==> config.mk <==
export PLATFORM = sky130hd
export DESIGN_NAME = regfile_ctx_engine
export DESIGN_NICKNAME = d
export VERILOG_FILES = /design/src/rtl/regfile_ctx_pkg.sv /design/src/rtl/lsb_find32.sv /design/src/rtl/regfile_ctx_engine.sv
export SDC_FILE = /design/constraint.sdc
export NUM_CORES = 1
export LEC_CHECK = 0
export CORE_MARGIN = 8
export CORE_UTILIZATION = 44
export DETAILED_ROUTE_END_ITERATION = 10
export GPL_TIMING_DRIVEN = 0
export PLACE_DENSITY = 0.83
export SETUP_SLACK_MARGIN = 0.3
export SLEW_MARGIN = 20
export SYNTH_ARGS = -nofsm -noshare
export SYNTH_HDL_FRONTEND = slang
export SYNTH_SLANG_ARGS = --single-unit
==> constraint.sdc <==
create_clock -name core_clock_i -period 2.9 [get_ports core_clock_i]
set_input_delay 0.435 -clock core_clock_i [delete_from_list [all_inputs] [get_ports core_clock_i]]
set_output_delay 0.435 -clock core_clock_i [all_outputs]
set_load 0.005 [all_outputs]
==> src/rtl/regfile_ctx_pkg.sv <==
// regfile_ctx_pkg: shared types and sizes for the register-file context engine
package regfile_ctx_pkg;
    localparam int REG_COUNT = 32;
    localparam int REG_IDX_W = 5;
    typedef enum logic {OP_SAVE = 1'b0, OP_RESTORE = 1'b1} ctx_op_t;
    typedef enum logic [1:0] {ST_IDLE, ST_SAVE, ST_RESTORE, ST_DONE} ctx_state_t;
endpackage

==> src/rtl/lsb_find32.sv <==
// lsb_find32: lowest-set-bit encoder with any-set and single-bit flags
module lsb_find32
    import regfile_ctx_pkg::*;
(
    input  logic [REG_COUNT-1:0] mask_i,
    output logic [REG_IDX_W-1:0] idx_o,
    output logic                 any_o,
    output logic                 one_hot_single_o
);
    always_comb begin
        idx_o = '0;
        for (int i = REG_COUNT - 1; i >= 0; i--)
            if (mask_i[i]) idx_o = REG_IDX_W'(i);
    end
    assign any_o = |mask_i;
    assign one_hot_single_o = any_o && ((mask_i & (mask_i - REG_COUNT'(1))) == '0);
endmodule

==> src/rtl/regfile_ctx_engine.sv <==
// regfile_ctx_engine: saves or restores a masked subset of the register file as a stream
module regfile_ctx_engine
    import regfile_ctx_pkg::*;
(
    input  logic                 core_clock_i,
    input  logic                 core_reset_i,
    input  logic                 cmd_valid_i,
    output logic                 cmd_ready_o,
    input  logic                 cmd_op_i,
    input  logic [REG_COUNT-1:0] cmd_mask_i,
    input  logic                 abort_i,
    output logic                 busy_o,
    output logic                 done_o,
    output logic [REG_IDX_W-1:0] rf_source_o,
    input  logic [31:0]          rf_source_data_i,
    output logic [REG_IDX_W-1:0] rf_dest_o,
    output logic [31:0]          rf_data_w_o,
    output logic                 rf_dest_we_o,
    output logic                 out_valid_o,
    input  logic                 out_ready_i,
    output logic [31:0]          out_data_o,
    output logic [REG_IDX_W-1:0] out_idx_o,
    output logic                 out_last_o,
    input  logic                 in_valid_i,
    output logic                 in_ready_o,
    input  logic [31:0]          in_data_i
);
    ctx_state_t           state_q, state_d;
    logic [REG_COUNT-1:0] pend_q, pend_d;
    logic                 out_valid_q, out_valid_d, out_last_q, out_last_d, we_q, we_d;
    logic [31:0]          out_data_q, out_data_d, wdata_q, wdata_d;
    logic [REG_IDX_W-1:0] out_idx_q, out_idx_d, dest_q, dest_d, idx;
    logic                 pend_any, pend_single;

    lsb_find32 u_lsb (
        .mask_i(pend_q),
        .idx_o(idx),
        .any_o(pend_any),
        .one_hot_single_o(pend_single)
    );

    assign cmd_ready_o  = state_q == ST_IDLE;
    assign busy_o       = state_q != ST_IDLE;
    assign done_o       = state_q == ST_DONE;
    assign in_ready_o   = state_q == ST_RESTORE && pend_any;
    assign rf_source_o  = state_q == ST_SAVE ? idx : '0;
    assign out_valid_o  = out_valid_q;
    assign out_data_o   = out_data_q;
    assign out_idx_o    = out_idx_q;
    assign out_last_o   = out_last_q;
    assign rf_dest_o    = dest_q;
    assign rf_data_w_o  = wdata_q;
    assign rf_dest_we_o = we_q;

    always_comb begin
        state_d     = state_q;
        pend_d      = pend_q;
        out_valid_d = out_valid_q;
        out_data_d  = out_data_q;
        out_idx_d   = out_idx_q;
        out_last_d  = out_last_q;
        we_d        = 1'b0;
        dest_d      = dest_q;
        wdata_d     = wdata_q;
        unique case (state_q)
            ST_IDLE: if (cmd_valid_i) begin
                pend_d  = cmd_mask_i;
                state_d = cmd_mask_i == '0 ? ST_DONE :
                          ctx_op_t'(cmd_op_i) == OP_RESTORE ? ST_RESTORE : ST_SAVE;
            end
            ST_SAVE: begin
                if (out_valid_q && out_ready_i) begin
                    out_valid_d = 1'b0;
                    state_d     = out_last_q ? ST_DONE : ST_SAVE;
                end
                if (pend_any && (!out_valid_q || out_ready_i)) begin
                    out_valid_d = 1'b1;
                    out_data_d  = rf_source_data_i;
                    out_idx_d   = idx;
                    out_last_d  = pend_single;
                    pend_d      = pend_q & (pend_q - REG_COUNT'(1));
                end
            end
            // leaving only once pend is empty lets the final write land before DONE
            ST_RESTORE: if (!pend_any) state_d = ST_DONE;
                else if (in_valid_i) begin
                    we_d    = 1'b1;
                    dest_d  = idx;
                    wdata_d = in_data_i;
                    pend_d  = pend_q & (pend_q - REG_COUNT'(1));
                end
            ST_DONE: state_d = ST_IDLE;
        endcase
        if (abort_i && busy_o) begin
            state_d     = ST_IDLE;
            pend_d      = '0;
            out_valid_d = 1'b0;
            we_d        = 1'b0;
        end
    end

    always_ff @(posedge core_clock_i) begin
        if (core_reset_i) begin
            state_q     <= ST_IDLE;
            pend_q      <= '0;
            out_valid_q <= 1'b0;
            out_data_q  <= '0;
            out_idx_q   <= '0;
            out_last_q  <= 1'b0;
            we_q        <= 1'b0;
            dest_q      <= '0;
            wdata_q     <= '0;
        end else begin
            state_q     <= state_d;
            pend_q      <= pend_d;
            out_valid_q <= out_valid_d;
            out_data_q  <= out_data_d;
            out_idx_q   <= out_idx_d;
            out_last_q  <= out_last_d;
            we_q        <= we_d;
            dest_q      <= dest_d;
            wdata_q     <= wdata_d;
        end
    end
endmodule
==> impl_metrics.csv, run 1 <==
group,metric,value,unit
status,status,"finished clean",
sta,worst_slew_pin_slew,643.2,ps
setup_path,worstPathArrival,2220,ps
global_routing,grtUsageMet2,39.29,%
global_routing,grt_pass1_vias,5589,
global_routing,grt_usage,22.81,%
setup_path,worstSetupEndpointType,"output pin",
placement,dp_hpwl,13.89,mm
floorplan,die_area,0.01580,mm^2
power,p_leak,0.002896,uW
sta,setup_viol,0,
synth,synth_area_leaders,"dfxtp_1 42%, nand2_1 15%, a21oi_1 11%",
sta,setup_tns,0,ps
sta,period_share,91.40,%
power,p_per_area,957.0,mW/mm^2
layout,fin_nets,1024,
synth,async_flop_share,0,%
min_path,hold_path.class,"flop to flop",
synth,synth_nets,805,
synth,synth_common_cells,"216 x nand2_1, 113 x a21oi_1, 111 x dfxtp_1, 26 x clkbuf_1, 24 x nor2_1",
layout,syn2layout_area_growth,51.52,%
setup_path,worstPathRequired,2470,ps
placement,gp_congestion,0.8854,
sta,post-route-min-period,2651,ps
synth,mappedNetlistArea,0.005294,mm^2
setup_path,crit_fanout,5,
placement,placed_area,0.007350,mm^2
floorplan,die_h,125.7,um
synth,post-synth-top-count-cell,"nand2_1",
synth,synthCells,698,
floorplan,num_rows,40,
routing,drc,0,
routing,drt-total-wl,18.56,mm
synth,yosysTopAreaCellShare,41.98,%
layout,final-instance-count-excl-fill,1068,
placement,place.port_buffers,187,
routing,routedWlPerCell,17.37,um
layout,n_antenna_cell,0,
power,vdd_drop_max,0.6179,mV
layout,multi_input_area,0.002872,mm^2
synth,synth_area_leader_cell,"dfxtp_1",
global_routing,antenna_found_initial,0,
layout,design_area,0.008021,mm^2
clock_network,htree_levels,3,
setup_path,crit_type,"flop to output pin",
sta,rsz0062_at_grt,"yes",
synth,post_synth.cell_area_avg,7.584,um^2
sta,finalHoldViolations,0,
layout,regArea,0.002237,mm^2
layout,num-fill-cells,957,
clock_network,cts_tree,"done",
clock_network,clockBufferDepth,2,
floorplan,initial_core_util,44.63,%
clock_network,clock_sinks,111,
floorplan,ios,189,
placement,dp_cells,1032,
routing,viasPerCell,5.485,
synth,ys_ff_latch,111,
global_routing,grt_pass1_wl,29.17,mm
global_routing,overflow,0,
routing,drt_iter0_drc,634,
floorplan,coreArea,0.01186,mm^2
clock_network,numCtsBuffers,9,
job,cap_violations,0,
layout,drive_above_1_share,13.36,%
clock_network,clk_pin_slew,70,ps
power,fin_total_pwr,7677,uW
sta,max_freq,377.3,MHz
routing,antenna_left,0,
sta,slew_violations,0,
routing,drt-pass1-iter-count,5,
clock_network,hold_buffers,0,
global_routing,top_usage_layer,"met2",
routing,num_vias,5858,
setup_path,cp-start-kind,"flop",
global_routing,met3_usage,5.527,%
sta,skew,5.305,ps
global_routing,grt_util_met1,26.83,%
global_routing,grt_max_degree,18,
synth,ys_types,62,
synth,synthFlopType,"dfxtp_1",
clock_network,clockRootBuffer,"clkbuf_16",
floorplan,die_x,125.7,um
synth,yosysWarnings,0,
synth,ys_seq_area_share,41.98,%
clock_network,clkLatencyLatePin,360,ps
synth,synth_edf_count,0,
sta,slew_headroom,57.12,%
-- cells by family after synthesis --
logic type | after synthesis | share of synthesized area (%)
flip-flops | 111 | 41.98
AND/OR/NAND/NOR | 320 | 28.20
adder cells (fa/ha/maj) | 8 | 1.702
buffers and inverters | 65 | 6.050
AO/OA/AOI/OAI | 194 | 22.08
-- per-layer routing --
layer	share of wire [%]	routed length, um
met1	40	7390
met2	48	8974
met3	8.9	1647
met4	2.9	544
met5	0	0
-- critical path, stage by stage (launching register included) --
cell and delay [ps]:
dfxtp_1 380, nor2_2 150, o31ai_1 90, a211o_1 330, a2111oi_4 340, o21ai_2 120, and3_1 170, dlygate4sd2_1 280
-- layout make-up --
cell class	count	area share [%]
buffer	53	4.258
clock buffer	10	2.979
clock inverter	5	0.7331
inverter	12	0.5615
multi-input combinational	522	35.80
sequential	111	27.89
tap	147	2.293
timing repair buffer	208	25.49
-- report_power, final --
| part | internal (uW) | total (uW) | switching, uW |
|---|---|---|---|
| Sequential | 1840 | 2180 | 345 |
| Combinational | 2010 | 4240 | 2230 |
| Clock | 689 | 1250 | 565 |
| Total | 4540 | 7680 | 3140 |
-- cell usage in the layout, fill, tap and decap left out, types with 8 or more instances in the layout --
cell type / netlist / final
dfxtp_2: 0 / 9
nand2_1: 216 / 215
buf_6: 5 / 11
clkbuf_16: 0 / 10
a21oi_1: 113 / 111
nor4_1: 9 / 8
clkdlybuf4s50_1: 0 / 181
clkbuf_1: 26 / 20
o21ai_0: 14 / 11
nor2_1: 24 / 20
buf_4: 5 / 23
o22ai_1: 22 / 22
buf_2: 16 / 13
dfxtp_1: 111 / 101
inv_1: 12 / 12
-- flip-flops by register name, summed over array words and instances (netlist names) --
name and cells:
rf_dest_we_o 1, rf_dest_o 5, out_idx_o 5, out_last_o 1, rf_data_w_o 32, state_q 2
out_data_o 32, pend_q 32, out_valid_o 1
-- final timing paths --
kind	from	endpoint	slack, ps	cells after the start
worst max-delay path	pend_q[31]	rf_source_o[1]	250	7
worst min-delay path	out_data_o[11]	out_data_o[11]	450	2
worst max register to register	pend_q[21]	pend_q[26]	360	13
worst min register to register	out_data_o[11]	out_data_o[11]	450	2
-- repair_timing --
action / CTS / global route
gates cloned: 0 / 1
setup endpoints to repair: 21 / 91
pin swaps: 9 / 9
resized for setup: 47 / 33
buffers inserted: 14 / 6
-- metrics by stage --
step / util (%) / hold WS [ps] / setup WS (ps)
2_1_floorplan: - / 448.3 / 707.1
3_3_place_gp: 61.96 / 440.2 / 66.12
3_5_place_dp: 61.96 / 445.5 / 107.4
4_1_cts: 66.32 / 454.9 / 112.8
5_1_grt: 67.63 / 471.9 / 187.7
6_report: 67.63 / 454.0 / 249.3
No activity file was read; power rests on OpenSTA's default activity.
==> run 2: changes to the inputs <==
--- a/config.mk
+++ b/config.mk
@@ -9,9 +9,11 @@
 export CORE_UTILIZATION = 44
 export DETAILED_ROUTE_END_ITERATION = 10
 export GPL_TIMING_DRIVEN = 0
+export MAX_ROUTING_LAYER = met4
 export PLACE_DENSITY = 0.83
 export SETUP_SLACK_MARGIN = 0.3
 export SLEW_MARGIN = 20
 export SYNTH_ARGS = -nofsm -noshare
 export SYNTH_HDL_FRONTEND = slang
 export SYNTH_SLANG_ARGS = --single-unit
+export TNS_END_PERCENT = 100
==> run 2 against run 1 <==
  * Via count is 1.2% higher
  * Critical path depth is 3 higher
  * Flip-flop and latch count did not move
  * Fmax grew 2.4%
  * First-iteration DRC count decreased by 21%
  * Global-route usage is 0.96 points higher
  * Sequential power barely moved
  * Worst hold slack about the same
  * Utilization increased by 0.91 points
  * Combinational power grew 5.4%
  * Setup slack improved by 62 ps
  * Total power increased by 4.4%
==> impl_metrics.csv, run 2 (synthesis gave the netlist of run 1 again) <==
group,metric,value,unit
status,status,"finished clean",
floorplan,die_x,125.7,um
setup_path,cp_num_buf_inv,3,
power,p_seq_share,27.4,%
sta,period_share,89.25,%
floorplan,ios,189,
global_routing,overflow,0,
clock_network,clockBufferDepth,2,
setup_path,cp-start-kind,"flop",
layout,regArea,0.002255,mm^2
routing,route.met2.wl,9.666,mm
power,p_clk_share,16.9,%
clock_network,clockRootBuffer,"clkbuf_16",
power,p_per_area,985.7,mW/mm^2
power,switching_share,40.74,%
routing,viasPerCell,5.527,
setup_path,crit_type,"flop to flop",
floorplan,initial_core_util,44.63,%
clock_network,hold_buffers,0,
routing,wl_met3,1.497,mm
power,p_leak,0.002920,uW
sta,setup_viol,0,
setup_path,cp_top_family,"simple AND/OR/NAND/NOR gates",
sta,worst_slew_pin_slew,631.6,ps
setup_path,crit_top_cell,"buf_4",
power,power_switching,3264,uW
global_routing,grt_pass1_vias,5561,
floorplan,die_area,0.01580,mm^2
layout,final_core_util,68.53,%
placement,place.port_buffers,187,
layout,mostFrequentLayoutCell,"nand2_1",
floorplan,die_h,125.7,um
clock_network,clk_pin_slew,80,ps
setup_path,worstPathRequired,3180,ps
power,power.share.combinational,55.8,%
setup_path,worstPathArrival,2870,ps
routing,wl_met1,7.811,mm
global_routing,grt_max_degree,19,
sta,finalHoldViolations,0,
setup_path,crit_chain,"clkbuf_8 -> nor4_4 -> buf_4 -> nand2_2 -> buf_4 -> nor2_2 -> nand3b_1 -> a222oi_1 -> nand4_1 -> o31ai_2",
placement,gp_congestion,0.9095,
setup_path,worstSetupEndpointType,"flop",
clock_network,htree_levels,3,
sta,skew,11.74,ps
power,p_int,4748,uW
routing,drt_iter0_drc,503,
routing,routedWlPerCell,18.03,um
min_path,hold_path.class,"flop to flop",
sta,slew_violations,0,
routing,drc,0,
global_routing,antenna_found_initial,0,
sta,post-route-min-period,2588,ps
layout,fin_nets,1028,
clock_network,clkLatencyLatePin,360,ps
job,cap_violations,0,
layout,syn2layout_area_growth,53.56,%
routing,drt-pass1-iter-count,6,
setup_path,cpMaxStageDelayCell,"a222oi_1",
layout,design_area,0.008129,mm^2
placement,dp_cells,1032,
layout,num-fill-cells,964,
power,vdd_drop_max,0.5103,mV
layout,multi_input_area,0.002889,mm^2
setup_path,crit_fanout,8,
sta,whs,453.8,ps
layout,n_antenna_cell,0,
setup_path,cpPeakStageDelay,500,ps
clock_network,clock_sinks,111,
layout,drive_above_1_share,14.58,%
floorplan,num_rows,40,
sta,max_freq,386.3,MHz
global_routing,grt_pass1_wl,29.58,mm
clock_network,numCtsBuffers,9,
sta,rsz0062_at_grt,"yes",
placement,dp_hpwl,13.94,mm
routing,num_vias,5930,
layout,final_cell_mix,"215 x nand2_1, 181 x clkdlybuf4s50_1, 111 x a21oi_1",
routing,drt-total-wl,19.35,mm
clock_network,cts_tree,"done",
global_routing,grt_usage,23.77,%
routing,highest_layer,"met4",
placement,placed_area,0.007350,mm^2
layout,final-instance-count-excl-fill,1073,
sta,setup_tns,0,ps
routing,antenna_left,0,
floorplan,coreArea,0.01186,mm^2
sta,slew_headroom,57.89,%
## run 2: area by class of cell
| cell class | count | area share [%] |
|---|---|---|
| repair buffers | 212 | 25.69 |
| multi-input cells | 522 | 35.54 |
| inverters | 12 | 0.5541 |
| well taps | 147 | 2.263 |
| flip-flops and latches | 111 | 27.74 |
| plain buffers | 53 | 4.263 |
| clock buffers | 10 | 2.817 |
| clock inverters | 6 | 1.139 |
## run 2: through the flow
stage          setup WS, ps  power [uW]
2_1_floorplan         707.1        4375
3_3_place_gp          49.33        5592
3_5_place_dp          88.31        5630
4_1_cts               195.0        7472
5_1_grt               270.4        8418
6_report              311.6        8012
## run 2: worst paths after layout
check | from | end | slack (ps) | cells past startpoint
worst max register to register | pend_q[23] | out_last_o | 310 | 10
worst min-delay path | out_data_o[0] | out_data_o[0] | 450 | 2
worst max-delay path | pend_q[23] | out_last_o | 310 | 10
worst min register to register | out_data_o[0] | out_data_o[0] | 450 | 2
## run 2: power by group through the flow
stage	sequential (uW)	combinational, uW	clock, uW
floorplan	2120	2260	0
global placement	2160	3430	0
detailed placement	2170	3460	0
CTS	2160	3950	1360
global route	2230	4760	1430
finish	2190	4470	1350
## run 2: worst min-delay path, stage by stage (launching register included)
cell     delay (ps)
dfxtp_1         310
nand2_1          50
a21oi_1          50
## run 2: routing by layer
layer	vias up	global-route usage (%)
li1	2865	-
met1	2739	27.42
met2	289	40.50
met3	37	5.021
met4	0	7.665
met5	-	-
## run 2: timing repair
item | in CTS | in global routing
pin swaps | 12 | 12
hold endpoints to repair | 0 | 0
gates resized for setup | 50 | 44
endpoints found under the setup margin | 7 | 86
buffers inserted | 16 | 7
cloned | 0 | 2
==> run 3: changes to the inputs <==
--- a/config.mk
+++ b/config.mk
@@ -5,12 +5,15 @@
 export SDC_FILE = /design/constraint.sdc
 export NUM_CORES = 1
 export LEC_CHECK = 0
+export CAP_MARGIN = 30
+export CELL_PAD_IN_SITES_DETAIL_PLACEMENT = 1
+export CELL_PAD_IN_SITES_GLOBAL_PLACEMENT = 1
 export CORE_MARGIN = 8
-export CORE_UTILIZATION = 44
+export CORE_UTILIZATION = 32
 export DETAILED_ROUTE_END_ITERATION = 10
 export GPL_TIMING_DRIVEN = 0
 export MAX_ROUTING_LAYER = met4
-export PLACE_DENSITY = 0.83
+export PLACE_DENSITY = 0.85
 export SETUP_SLACK_MARGIN = 0.3
 export SLEW_MARGIN = 20
 export SYNTH_ARGS = -nofsm -noshare
==> run 3 against run 2 <==
  * Non-clock buffer count increased by 6
  * First-iteration DRC count is 32% lower
  * Design area up 1.2%
  * Routed wire length grew 15%
  * Highest routed layer unchanged
  * Clock power barely moved
  * Critical endpoint is now in_ready_o
  * Combinational power grew 2%
==> impl_metrics.csv, run 3 (synthesis gave the netlist of run 1 again) <==
group,metric,value,unit
clock_network,clockRootBuffer,"clkbuf_16",
routing,drt_iter0_drc,343,
clock_network,htree_levels,3,
clock_network,numCtsBuffers,9,
sta,period_share,92.04,%
routing,drt-total-wl,22.16,mm
setup_path,crit_type,"flop to output pin",
global_routing,grt_pass1_wl,32.81,mm
setup_path,cpMaxStageDelayCell,"or3_4",
setup_path,crit_fanout,9,
setup_path,cp-start-kind,"flop",
layout,drive_above_1_share,15.45,%
layout,final_cell_mix,"216 x nand2_1, 181 x clkdlybuf4s50_1, 111 x a21oi_1",
global_routing,grt_usage,20.73,%
sta,worst_slew_pin_slew,682.6,ps
setup_path,cp_top_family,"simple AND/OR/NAND/NOR gates",
global_routing,antenna_found_initial,0,
sta,slew_headroom,54.49,%
global_routing,grt_max_degree,19,
placement,dp_hpwl,16.56,mm
clock_network,clockBufferDepth,2,
setup_path,worstSetupEndpointType,"output pin",
sta,slew_violations,0,
setup_path,crit_top_cell,"buf_6",
floorplan,initial_core_util,32.27,%
floorplan,die_h,144.6,um
routing,num_vias,5935,
floorplan,coreArea,0.01641,mm^2
clock_network,hold_buffers,0,
floorplan,die_x,144.6,um
routing,drt-pass1-iter-count,5,
setup_path,worstPathRequired,2470,ps
sta,skew,14.28,ps
layout,mostFrequentLayoutCell,"nand2_1",
floorplan,num_rows,47,
power,fin_total_pwr,8075,uW
sta,setup_tns,0,ps
placement,gp_congestion,0.9166,
floorplan,die_area,0.02091,mm^2
layout,n_antenna_cell,0,
status,status,"finished clean",
setup_path,crit_chain,"buf_6 -> nor4_4 -> buf_4 -> nand4_2 -> or3_4 -> buf_6 -> and2_4 -> buf_6",
routing,antenna_left,0,
power,p_per_area,981.7,mW/mm^2
layout,fin_nets,1034,
sta,setup_viol,0,
power,vdd_drop_max,0.4351,mV
setup_path,cp_num_buf_inv,4,
routing,drc,0,
routing,viasPerCell,5.152,
job,cap_violations,0,
setup_path,worstPathArrival,2230,ps
layout,syn2layout_area_growth,55.38,%
clock_network,clkLatencyLatePin,360,ps
global_routing,overflow,0,
power,p_leak,0.002956,uW
clock_network,clock_sinks,111,
sta,max_freq,374.6,MHz
clock_network,clk_pin_slew,70,ps
placement,place.port_buffers,187,
setup_path,cpPeakStageDelay,370,ps
sta,finalHoldViolations,0,
clock_network,cts_tree,"done",
sta,rsz0062_at_grt,"yes",
global_routing,grt_pass1_vias,6071,
sta,post-route-min-period,2669,ps
floorplan,ios,189,
min_path,hold_path.class,"flop to flop",
routing,routedWlPerCell,19.24,um
==> run 3: changes by cell type in the layout (fill, tap and decap cells not counted), moves of 3 or more <==
cell / change
buf_6: +6
clkdlybuf4s15_1: -4
nor2_2: -3
buf_4: +7
clkbuf_1: -4
nor2_1: +3
clkbuf_2: +6
==> run 3: worst reg2reg max path, cell delays in order (launching register included) <==
cell and delay [ps]:
dfxtp_1 320, buf_6 140, nor4_4 330, buf_4 190, nand4_2 120, buf_6 180, nor2_2 170, nand4_1 220
a2111oi_4 440, nand4_1 190, o31ai_2 230
==> run 3: stage by stage <==
step                utilization [%]  setup slack (ps)  cell area (um^2)  cells  hold WS, ps
global placement              45.35             4.671              7441   1105        438.4
global route                  50.13             179.1              8225   1152        468.8
finish                        50.13             230.8              8225   1152        454.4
floorplan                         -             707.1              5294    698        448.3
CTS                           48.81             207.2              8009   1137        456.3
detailed placement            45.35             46.60              7441   1105        446.9
==> run 3: worst paths after layout <==
path | startpoint | endpoint | slack (ps) | cells after the start
worst min register to register | out_data_o[6] | out_data_o[6] | 450 | 2
worst min-delay path | out_data_o[6] | out_data_o[6] | 450 | 2
worst max-delay path | pend_q[1] | in_ready_o | 230 | 8
worst max register to register | pend_q[1] | out_last_o | 300 | 10
==> run 3: what timing repair did <==
| item | in CTS | in global routing |
|---|---|---|
| gates cloned | 0 | 0 |
| setup endpoints to repair | 48 | 97 |
| gates resized for setup | 54 | 56 |
| setup buffers | 16 | 15 |
| pin swaps | 13 | 15 |
==> run 3: where the power goes <==
group	leakage, uW	total, uW	internal [uW]	switching, uW
Clock	0.000152	1320	707	608
Sequential	0.000909	2210	1840	365
Combinational	0.00189	4550	2090	2460
==> run 3: metal layers <==
layer  global-route usage [%]  part of all wire [%]  vias to the layer above
li1                         -                     -                     2856
met1                    24.97                    43                     2852
met2                    34.43                    49                      195
met3                    4.160                   5.9                       32
met4                    6.079                   2.0                        0
met5                        -                     0                        -
==> run 3: cell type report <==
| cell class | count | area [um^2] |
|---|---|---|
| fill | 1979 | 8182 |
| multi-input combinational | 522 | 2904 |
| sequential | 111 | 2247 |
| timing repair buffer | 218 | 2085 |
| buffer | 53 | 362.8 |
| tap | 220 | 275.3 |
| clock buffer | 11 | 242.7 |
| clock inverter | 5 | 63.81 |
| inverter | 12 | 45.04 |
